**src/rtl/mem_stage_lsu.sv**
```systemverilog
// MEM-stage load/store unit: drives the data SRAM, extends load data into MEM/WB and runs AMOSWAP.W as a two-cycle read-then-write.
// Optional build macro MEM_ALIGN_CHECK_EN traps misaligned halfword/word/AMO accesses instead of letting them go byte-wise.
module mem_stage_lsu #(
  parameter int ADDR_W = 16
) (
  input  logic              clk,
  input  logic              rst,
  input  logic              in_valid,
  output logic              in_ready,
  input  logic              in_mem_read,
  input  logic              in_mem_write,
  input  logic              in_mem_amo,
  input  logic [2:0]        in_funct3,
  input  logic [31:0]       in_addr,
  input  logic [31:0]       in_store_data,
  input  logic [4:0]        in_rd,
  input  logic              in_reg_write,
  input  logic              stall,
  output logic [3:0]        sram_w_en,
  output logic [ADDR_W-1:0] sram_address,
  output logic [31:0]       sram_write_data,
  input  logic [31:0]       sram_read_data,
  output logic              wb_valid,
  output logic [4:0]        wb_rd,
  output logic              wb_reg_write,
  output logic [31:0]       wb_data,
  output logic              wb_misaligned
);

  typedef enum logic [0:0] {IDLE = 1'b0, AMO_WR = 1'b1} state_e;

  state_e             state_q, state_d;
  logic [ADDR_W-1:0]  amo_addr_q, amo_addr_d;
  logic [31:0]        amo_data_q, amo_data_d;
  logic [4:0]         amo_rd_q, amo_rd_d;
  logic               amo_rw_q, amo_rw_d;
  logic               wb_valid_q, wb_valid_d;
  logic [4:0]         wb_rd_q, wb_rd_d;
  logic               wb_reg_write_q, wb_reg_write_d;
  logic [31:0]        wb_data_q, wb_data_d;
  logic               wb_misaligned_q, wb_misaligned_d;

  logic accept_s;
  logic is_amo_s;
  logic is_wr_s;
  logic is_rd_s;
  logic misaligned_s;

  function automatic logic [31:0] load_ext(input logic [2:0] f3, input logic [31:0] d);
    case (f3)
      3'b000:  load_ext = {{24{d[7]}}, d[7:0]};
      3'b001:  load_ext = {{16{d[15]}}, d[15:0]};
      3'b100:  load_ext = {24'h000000, d[7:0]};
      3'b101:  load_ext = {16'h0000, d[15:0]};
      default: load_ext = d;
    endcase
  endfunction

  // Operation decode with amo > write > read priority, plus optional alignment trap
  always_comb begin
    is_amo_s = in_mem_amo;
    is_wr_s  = !in_mem_amo && in_mem_write;
    is_rd_s  = !in_mem_amo && !in_mem_write && in_mem_read;
    in_ready = (state_q == IDLE) && !stall;
    accept_s = in_valid && in_ready && !rst;
`ifdef MEM_ALIGN_CHECK_EN
    if (is_amo_s) begin
      misaligned_s = (in_addr[1:0] != 2'b00);
    end else if (is_wr_s || is_rd_s) begin
      case (in_funct3)
        3'b001, 3'b101: misaligned_s = in_addr[0];
        3'b010:         misaligned_s = (in_addr[1:0] != 2'b00);
        default:        misaligned_s = 1'b0;
      endcase
    end else begin
      misaligned_s = 1'b0;
    end
`else
    misaligned_s = 1'b0;
`endif
  end

  // SRAM request: store mask in the accept cycle, AMO write-back in AMO_WR
  always_comb begin
    sram_w_en       = 4'b0000;
    sram_address    = in_addr[ADDR_W-1:0];
    sram_write_data = in_store_data;
    if (state_q == AMO_WR) begin
      sram_address    = amo_addr_q;
      sram_write_data = amo_data_q;
      if (!stall && !rst) begin
        sram_w_en = 4'b1111;
      end else begin
        sram_w_en = 4'b0000;
      end
    end else if (accept_s && is_wr_s && !misaligned_s) begin
      case (in_funct3)
        3'b000:  sram_w_en = 4'b0001;
        3'b001:  sram_w_en = 4'b0011;
        3'b010:  sram_w_en = 4'b1111;
        default: sram_w_en = 4'b0000;
      endcase
    end else begin
      sram_w_en = 4'b0000;
    end
  end

  // Next-state and MEM/WB update
  always_comb begin
    state_d         = state_q;
    amo_addr_d      = amo_addr_q;
    amo_data_d      = amo_data_q;
    amo_rd_d        = amo_rd_q;
    amo_rw_d        = amo_rw_q;
    wb_valid_d      = wb_valid_q;
    wb_rd_d         = wb_rd_q;
    wb_reg_write_d  = wb_reg_write_q;
    wb_data_d       = wb_data_q;
    wb_misaligned_d = wb_misaligned_q;
    case (state_q)
      IDLE: begin
        if (stall) begin
          state_d = IDLE;
        end else if (!accept_s) begin
          wb_valid_d = 1'b0;
        end else if (misaligned_s) begin
          wb_valid_d      = 1'b1;
          wb_rd_d         = in_rd;
          wb_reg_write_d  = 1'b0;
          wb_data_d       = in_addr;
          wb_misaligned_d = 1'b1;
        end else if (is_amo_s) begin
          // Old word goes to wb_data now; wb_valid waits for the write cycle
          wb_valid_d      = 1'b0;
          wb_data_d       = sram_read_data;
          wb_misaligned_d = 1'b0;
          amo_addr_d      = in_addr[ADDR_W-1:0];
          amo_data_d      = in_store_data;
          amo_rd_d        = in_rd;
          amo_rw_d        = in_reg_write;
          state_d         = AMO_WR;
        end else begin
          wb_valid_d      = 1'b1;
          wb_rd_d         = in_rd;
          wb_misaligned_d = 1'b0;
          if (is_wr_s) begin
            wb_reg_write_d = 1'b0;
            wb_data_d      = in_addr;
          end else if (is_rd_s) begin
            wb_reg_write_d = in_reg_write;
            wb_data_d      = load_ext(in_funct3, sram_read_data);
          end else begin
            wb_reg_write_d = in_reg_write;
            wb_data_d      = in_addr;
          end
        end
      end
      AMO_WR: begin
        if (!stall) begin
          wb_valid_d     = 1'b1;
          wb_rd_d        = amo_rd_q;
          wb_reg_write_d = amo_rw_q;
          state_d        = IDLE;
        end else begin
          state_d = AMO_WR;
        end
      end
      default: begin
        state_d = IDLE;
      end
    endcase
  end

  // State and MEM/WB registers
  always_ff @(posedge clk) begin
    if (rst) begin
      state_q         <= IDLE;
      amo_addr_q      <= {ADDR_W{1'b0}};
      amo_data_q      <= 32'h0000_0000;
      amo_rd_q        <= 5'd0;
      amo_rw_q        <= 1'b0;
      wb_valid_q      <= 1'b0;
      wb_rd_q         <= 5'd0;
      wb_reg_write_q  <= 1'b0;
      wb_data_q       <= 32'h0000_0000;
      wb_misaligned_q <= 1'b0;
    end else begin
      state_q         <= state_d;
      amo_addr_q      <= amo_addr_d;
      amo_data_q      <= amo_data_d;
      amo_rd_q        <= amo_rd_d;
      amo_rw_q        <= amo_rw_d;
      wb_valid_q      <= wb_valid_d;
      wb_rd_q         <= wb_rd_d;
      wb_reg_write_q  <= wb_reg_write_d;
      wb_data_q       <= wb_data_d;
      wb_misaligned_q <= wb_misaligned_d;
    end
  end

  assign wb_valid      = wb_valid_q;
  assign wb_rd         = wb_rd_q;
  assign wb_reg_write  = wb_reg_write_q;
  assign wb_data       = wb_data_q;
  assign wb_misaligned = wb_misaligned_q;

endmodule
```
**config.mk**
```make
export PLATFORM = sky130hd
export DESIGN_NAME = mem_stage_lsu
export DESIGN_NICKNAME = d
export VERILOG_FILES = /design/src/rtl/mem_stage_lsu.sv
export SDC_FILE = /design/constraint.sdc
export NUM_CORES = 1
export LEC_CHECK = 0
export ABC_AREA = 0
export BUFFER_PORTS_ARGS = -buffer_cell sky130_fd_sc_hd__buf_2
export CAP_MARGIN = 20
export CORE_MARGIN = 5
export CORE_UTILIZATION = 38
export DETAILED_ROUTE_END_ITERATION = 8
export GPL_ROUTABILITY_DRIVEN = 0
export PLACE_DENSITY = 0.81
export SLEW_MARGIN = 0
export SYNTH_ARGS = -nofsm -noshare
export SYNTH_HDL_FRONTEND = slang
export SYNTH_SLANG_ARGS = --single-unit
```
**constraint.sdc**
```tcl
create_clock -name clk -period 1.8 [get_ports clk]
set_input_delay 0.36 -clock clk [delete_from_list [all_inputs] [get_ports clk]]
set_output_delay 0.36 -clock clk [all_outputs]
set_load 0.03 [all_outputs]
```
# Word-level counts from Yosys, hierarchy flattened
# Index checks and enable logic that the tools add are counted.
# word_totals
input_bits	112
wordCells	67
out_inout_bits	93
ff_bits	94
# op_classes
bitwise_logic	2
eq_ne	8
muxes	31
n_reduce_logical	17
# ops
cell	n
two-way mux 32 bit	4
case mux 32 bit (4 select lines)	1
two-way mux 5 bit	4
two-way mux 16 bit	1
two-way mux 1 bit	13
two-way mux 4 bit	3
case mux 4 bit (3 select lines)	1
case mux 5 bit (2 select lines)	1
logical AND 1 bit	8
!= test 2 bit (second input constant)	4
AND reduction 4 bit	2
== test 3 bit (second input constant)	2
case mux 1 bit (2 select lines)	3
zero test 1 bit	4
== test 3 x 1 -> 1 bit (second input constant)	1
== test 3 x 2 -> 1 bit (second input constant)	1
zero test 3 bit	1
AND reduction 3 bit	1
NOT 1 bit	2
AND reduction 2 bit	1

# Logic depth before layout (Yosys ltp)
# logic_depth
ltp_word	7
depth_mapped	6

# Worst setup path before layout
# Ideal clock, no wire load.
# synth_timing
path_kind	input to output
from	input port stall
to	output port sram_w_en[3]
cell_stages	6
required_ns	1.440
slack_ns	-0.802
arrival_ns	2.242
cell_sequence	or3b_1 buf_2 nor3_4 nand3b_1 o21ai_0 buf_4
# synth_between
elab_chain_cells	7
word_cells_on_any_way	9
classes_between	mux (3); reduce/logical (6)
# synth_rtl
element	line	text
from (decl)	18	input logic stall,
zero test 1 bit (*)	n/a	
logical AND 1 bit	64	in_ready = (state_q == IDLE) && !stall;
logical AND 1 bit (2 in a row)	65	accept_s = in_valid && in_ready && !rst;
logical AND 1 bit	96	end else if (accept_s && is_wr_s && !misaligned_s) begin
two-way mux 4 bit	96	
two-way mux 4 bit (*)	88	if (state_q == AMO_WR) begin
to (decl)	19	output logic [3:0] sram_w_en,
# Every way passes the cells marked *; elsewhere a longest branch is shown, timed or not.

# Worst setup path after layout
# layout_timing
from	register state_q
to	output port sram_w_en[2]
# layout_between
elab_chain_cells	7
# layout_rtl
element	line	text
from (decl)	32	state_e state_q, state_d;
from (signal assigned)	188	state_q <= state_d;
NOT 1 bit (no source line)	n/a	
logical AND 1 bit	64	
logical AND 1 bit (2 in a row)	65	
logical AND 1 bit	96	
two-way mux 4 bit	96	
two-way mux 4 bit (*)	88	
# Marked as above.

==> flow_summary.ini <==
[outcome]
status = finished with violations
violations = setup timing

[critical_path]
crit_required_ns = 1.44
reg2reg_depth = 11
cpPeakStageDelay_ns = 0.41
path_class = flop to primary output
worstSetupStartpointType = flop
crit_chain = or3b_4 -> nor3_4 -> nand3b_1 -> o21ai_4 -> buf_6
path_depth = 5
cp-end-kind = primary output
arrival_ns = 1.82
crit_fanout = 3
crit_slowest_cell = or3b_4
worst_path_dominant_cell_family = simple AND/OR/NAND/NOR gates
crit_buf_inv = 1

[finish]
n_antenna_cell = 0
layout-drive-gt1-share_pct = 59.9
fin_nets = 896
num-fill-cells = 839
finalInstanceArea_sq_um = 7920
area_delta_synth_final_pct = 75.3
seqCellArea_sq_um = 1880
multiInputGateArea_sq_um = 3170

[place]
post-place-ws_ns = -0.232
hpwl_microns = 10600
place_area_sq_um = 5750
io_buffers = 203

[yosys]
syn_inst = 547
synth_edf_count = 0
syn-num-nets = 659
ys_ff_latch = 94
yosysSeqAreaShare_pct = 41.7
async_flop_share_pct = 0
synth_warnings = 0
syn_area_per_cell_sq_um = 8.26
yosysUniqueCellTypes = 35
netlist_area_sq_um = 4520
synth_flop_cell = dfxtp_1

[timing]
fmax_mhz = 460
finalCriticalPeriod_ns = 2.18
post-route-period-util_pct = 121
finalMaxSlewViolations = 0
final_hold_viol_count = 0
postLayoutSetupSlackWorst_ns = -0.376
finalSetupViolCount = 140
relSlewSlack_pct = 50.4
worst_pin_slew_ns = 0.739
rsz0062_at_grt = true
clock_skew_ns = 0.00504
setup_tns_ns = -30.83
fin_hold_ws_ns = 0.271

[drt]
viasPerCell = 5.68
first_pass_iters = 6
drt_iter0_markers = 432
vias = 5290
wl_per_cell_microns = 21.1
drc_errors = 0
postRouteAntennaNets = 0
wl_microns = 19700

[clock_tree]
htree_num_levels = 3
cts.sinks = 94
cts_buffers = 9
cts_root_buf = clkbuf_16
clkLatencyLatePin_ns = 0.34
cts_max_path_buffers = 2
cts_hold_buf = 0
tritoncts = done
clk_pin_slew_worst_paths_ns = 0.07

[power]
power_density_nw_per_um2 = 713
peakVddDrop_mv = 0.505
leakage_nw = 3.31

[floorplanning]
die_x_microns = 119
rows = 39
pin_count = 205
initial_utilization_pct = 39.2
dieArea_sq_um = 14200
dieHeight_microns = 119
core_area_sq_um = 11500

[global_routing]
grt_pass1_wl_microns = 25800
grt_overflow = 0
grt_usage_pct = 22.5
grt_max_degree = 50
grt_antenna_before_repair = 0
grt_pass1_vias = 5075

[run]
drv_cap = 0

[hold_path]
hold_path.class = input port to flop
hold_depth = 3
==> final timing paths <==
path	start	to	slack, ns
max	state_q	sram_w_en[2]	-0.38
min	in_store_data[1]	amo_data_q[1]	0.27
max reg2reg	state_q	amo_data_q[17]	-0.27
min reg2reg	amo_data_q[20]	amo_data_q[20]	0.46
==> synth_stat cells, types with 2 or more instances <==
cell / number / share of area, %
or3_1: 2 / 0.28
and3_1: 16 / 2.2
nand3b_1: 2 / 0.33
o21ai_0: 18 / 2.0
buf_4: 2 / 0.33
nor2_1: 17 / 1.4
buf_6: 5 / 1.2
nand3_1: 2 / 0.22
a211oi_1: 13 / 2.2
o22ai_1: 24 / 3.3
o21ai_1: 9 / 1.0
clkbuf_1: 29 / 2.4
nand2b_1: 3 / 0.42
mux2i_1: 6 / 1.3
buf_1: 5 / 0.42
nand2_1: 110 / 9.1
a21oi_1: 104 / 12
nor3_1: 8 / 0.89
mux2_2: 56 / 14
buf_2: 8 / 0.89
dfxtp_1: 94 / 42
==> cell families after synthesis <==
logic type,synth area share (%)
buf+inv,5.37
xor+xnor,0.194
simple gates,16.9
compound gates,20.5
other cells,0.0830
mux,15.3
flops,41.7
==> repair_timing <==
action / in CTS / in global routing
endpoints found under the setup margin: 59 / 140
pin swaps: 2 / 56
buffers inserted: 26 / 13
resized for setup: 145 / 214
cloned: 6 / 13
==> state kept, by name (all words and copies together) (netlist names) <==
| signal | flops |
|---|---|
| wb_data | 32 |
| amo_rw_q | 1 |
| state_q | 1 |
| wb_reg_write | 1 |
| wb_rd | 5 |
| wb_valid | 1 |
| amo_data_q | 32 |
| amo_addr_q | 16 |
| amo_rd_q | 5 |
==> cell type report <==
cell class | count | area share [%]
inverters | 1 | 0.0474
repair buffers | 275 | 29.9
flip-flops and latches | 94 | 23.8
well taps | 143 | 2.26
clock buffers | 11 | 3.06
multi-input cells | 403 | 40.0
clock inverters | 5 | 1.03
==> cells in the final DEF (no fill, tap or decap), types with 2 or more instances in the layout <==
cell	n
nor2_2	2
and3_4	3
nor2_1	14
nand3b_1	2
a21oi_1	59
nand2_1	57
clkbuf_16	18
mux2_4	31
nand2b_1	2
a21oi_4	2
buf_12	9
mux2_2	25
nor3_1	4
o22ai_1	22
o21ai_0	14
buf_4	29
buf_16	4
nor3_2	4
a211oi_2	3
nand2_2	12
buf_6	64
bufinv_16	2
o21ai_1	11
a211oi_1	10
nor3b_4	3
dfxtp_1	93
buf_2	149
or3_1	2
o22ai_2	2
and3_1	13
buf_8	11
a21oi_2	44
mux2i_1	6
nand2_4	41
==> routing by layer <==
metal | vias up | share of wire [%] | global-route usage [%]
met2 | 300 | 50 | 39.6
met3 | 69 | 8.0 | 6.30
met1 | 2510 | 37 | 25.4
met5 | - | 0 | 0
met4 | 0 | 4.4 | 9.41
li1 | 2411 | - | -
==> per-stage QoR <==
stage	instances	total power, mW	util [%]
2_1_floorplan	547	2.85	-
3_3_place_gp	869	3.21	49.9
3_5_place_dp	870	3.23	49.9
4_1_cts	918	5.47	60.1
5_1_grt	932	5.85	68.8
6_report	932	5.65	68.8
==> power breakdown <==
group / switching, mW / internal (mW)
registers: 0.0553 / 2.16
clock network: 0.830 / 1.26
logic: 0.747 / 0.595
total: 1.63 / 4.01
==> worst register-to-register path, cell delays in order, from the launching register on <==
cell and delay, ns:
dfxtp_2 0.33, buf_4 0.14, buf_8 0.13, buf_8 0.12
buf_12 0.13, buf_8 0.12, nor3b_4 0.25, nand3b_1 0.21
buf_6 0.20, clkbuf_16 0.18, nand2_4 0.07, a21oi_2 0.07
Note: power is estimated with default switching activity, not from simulation.
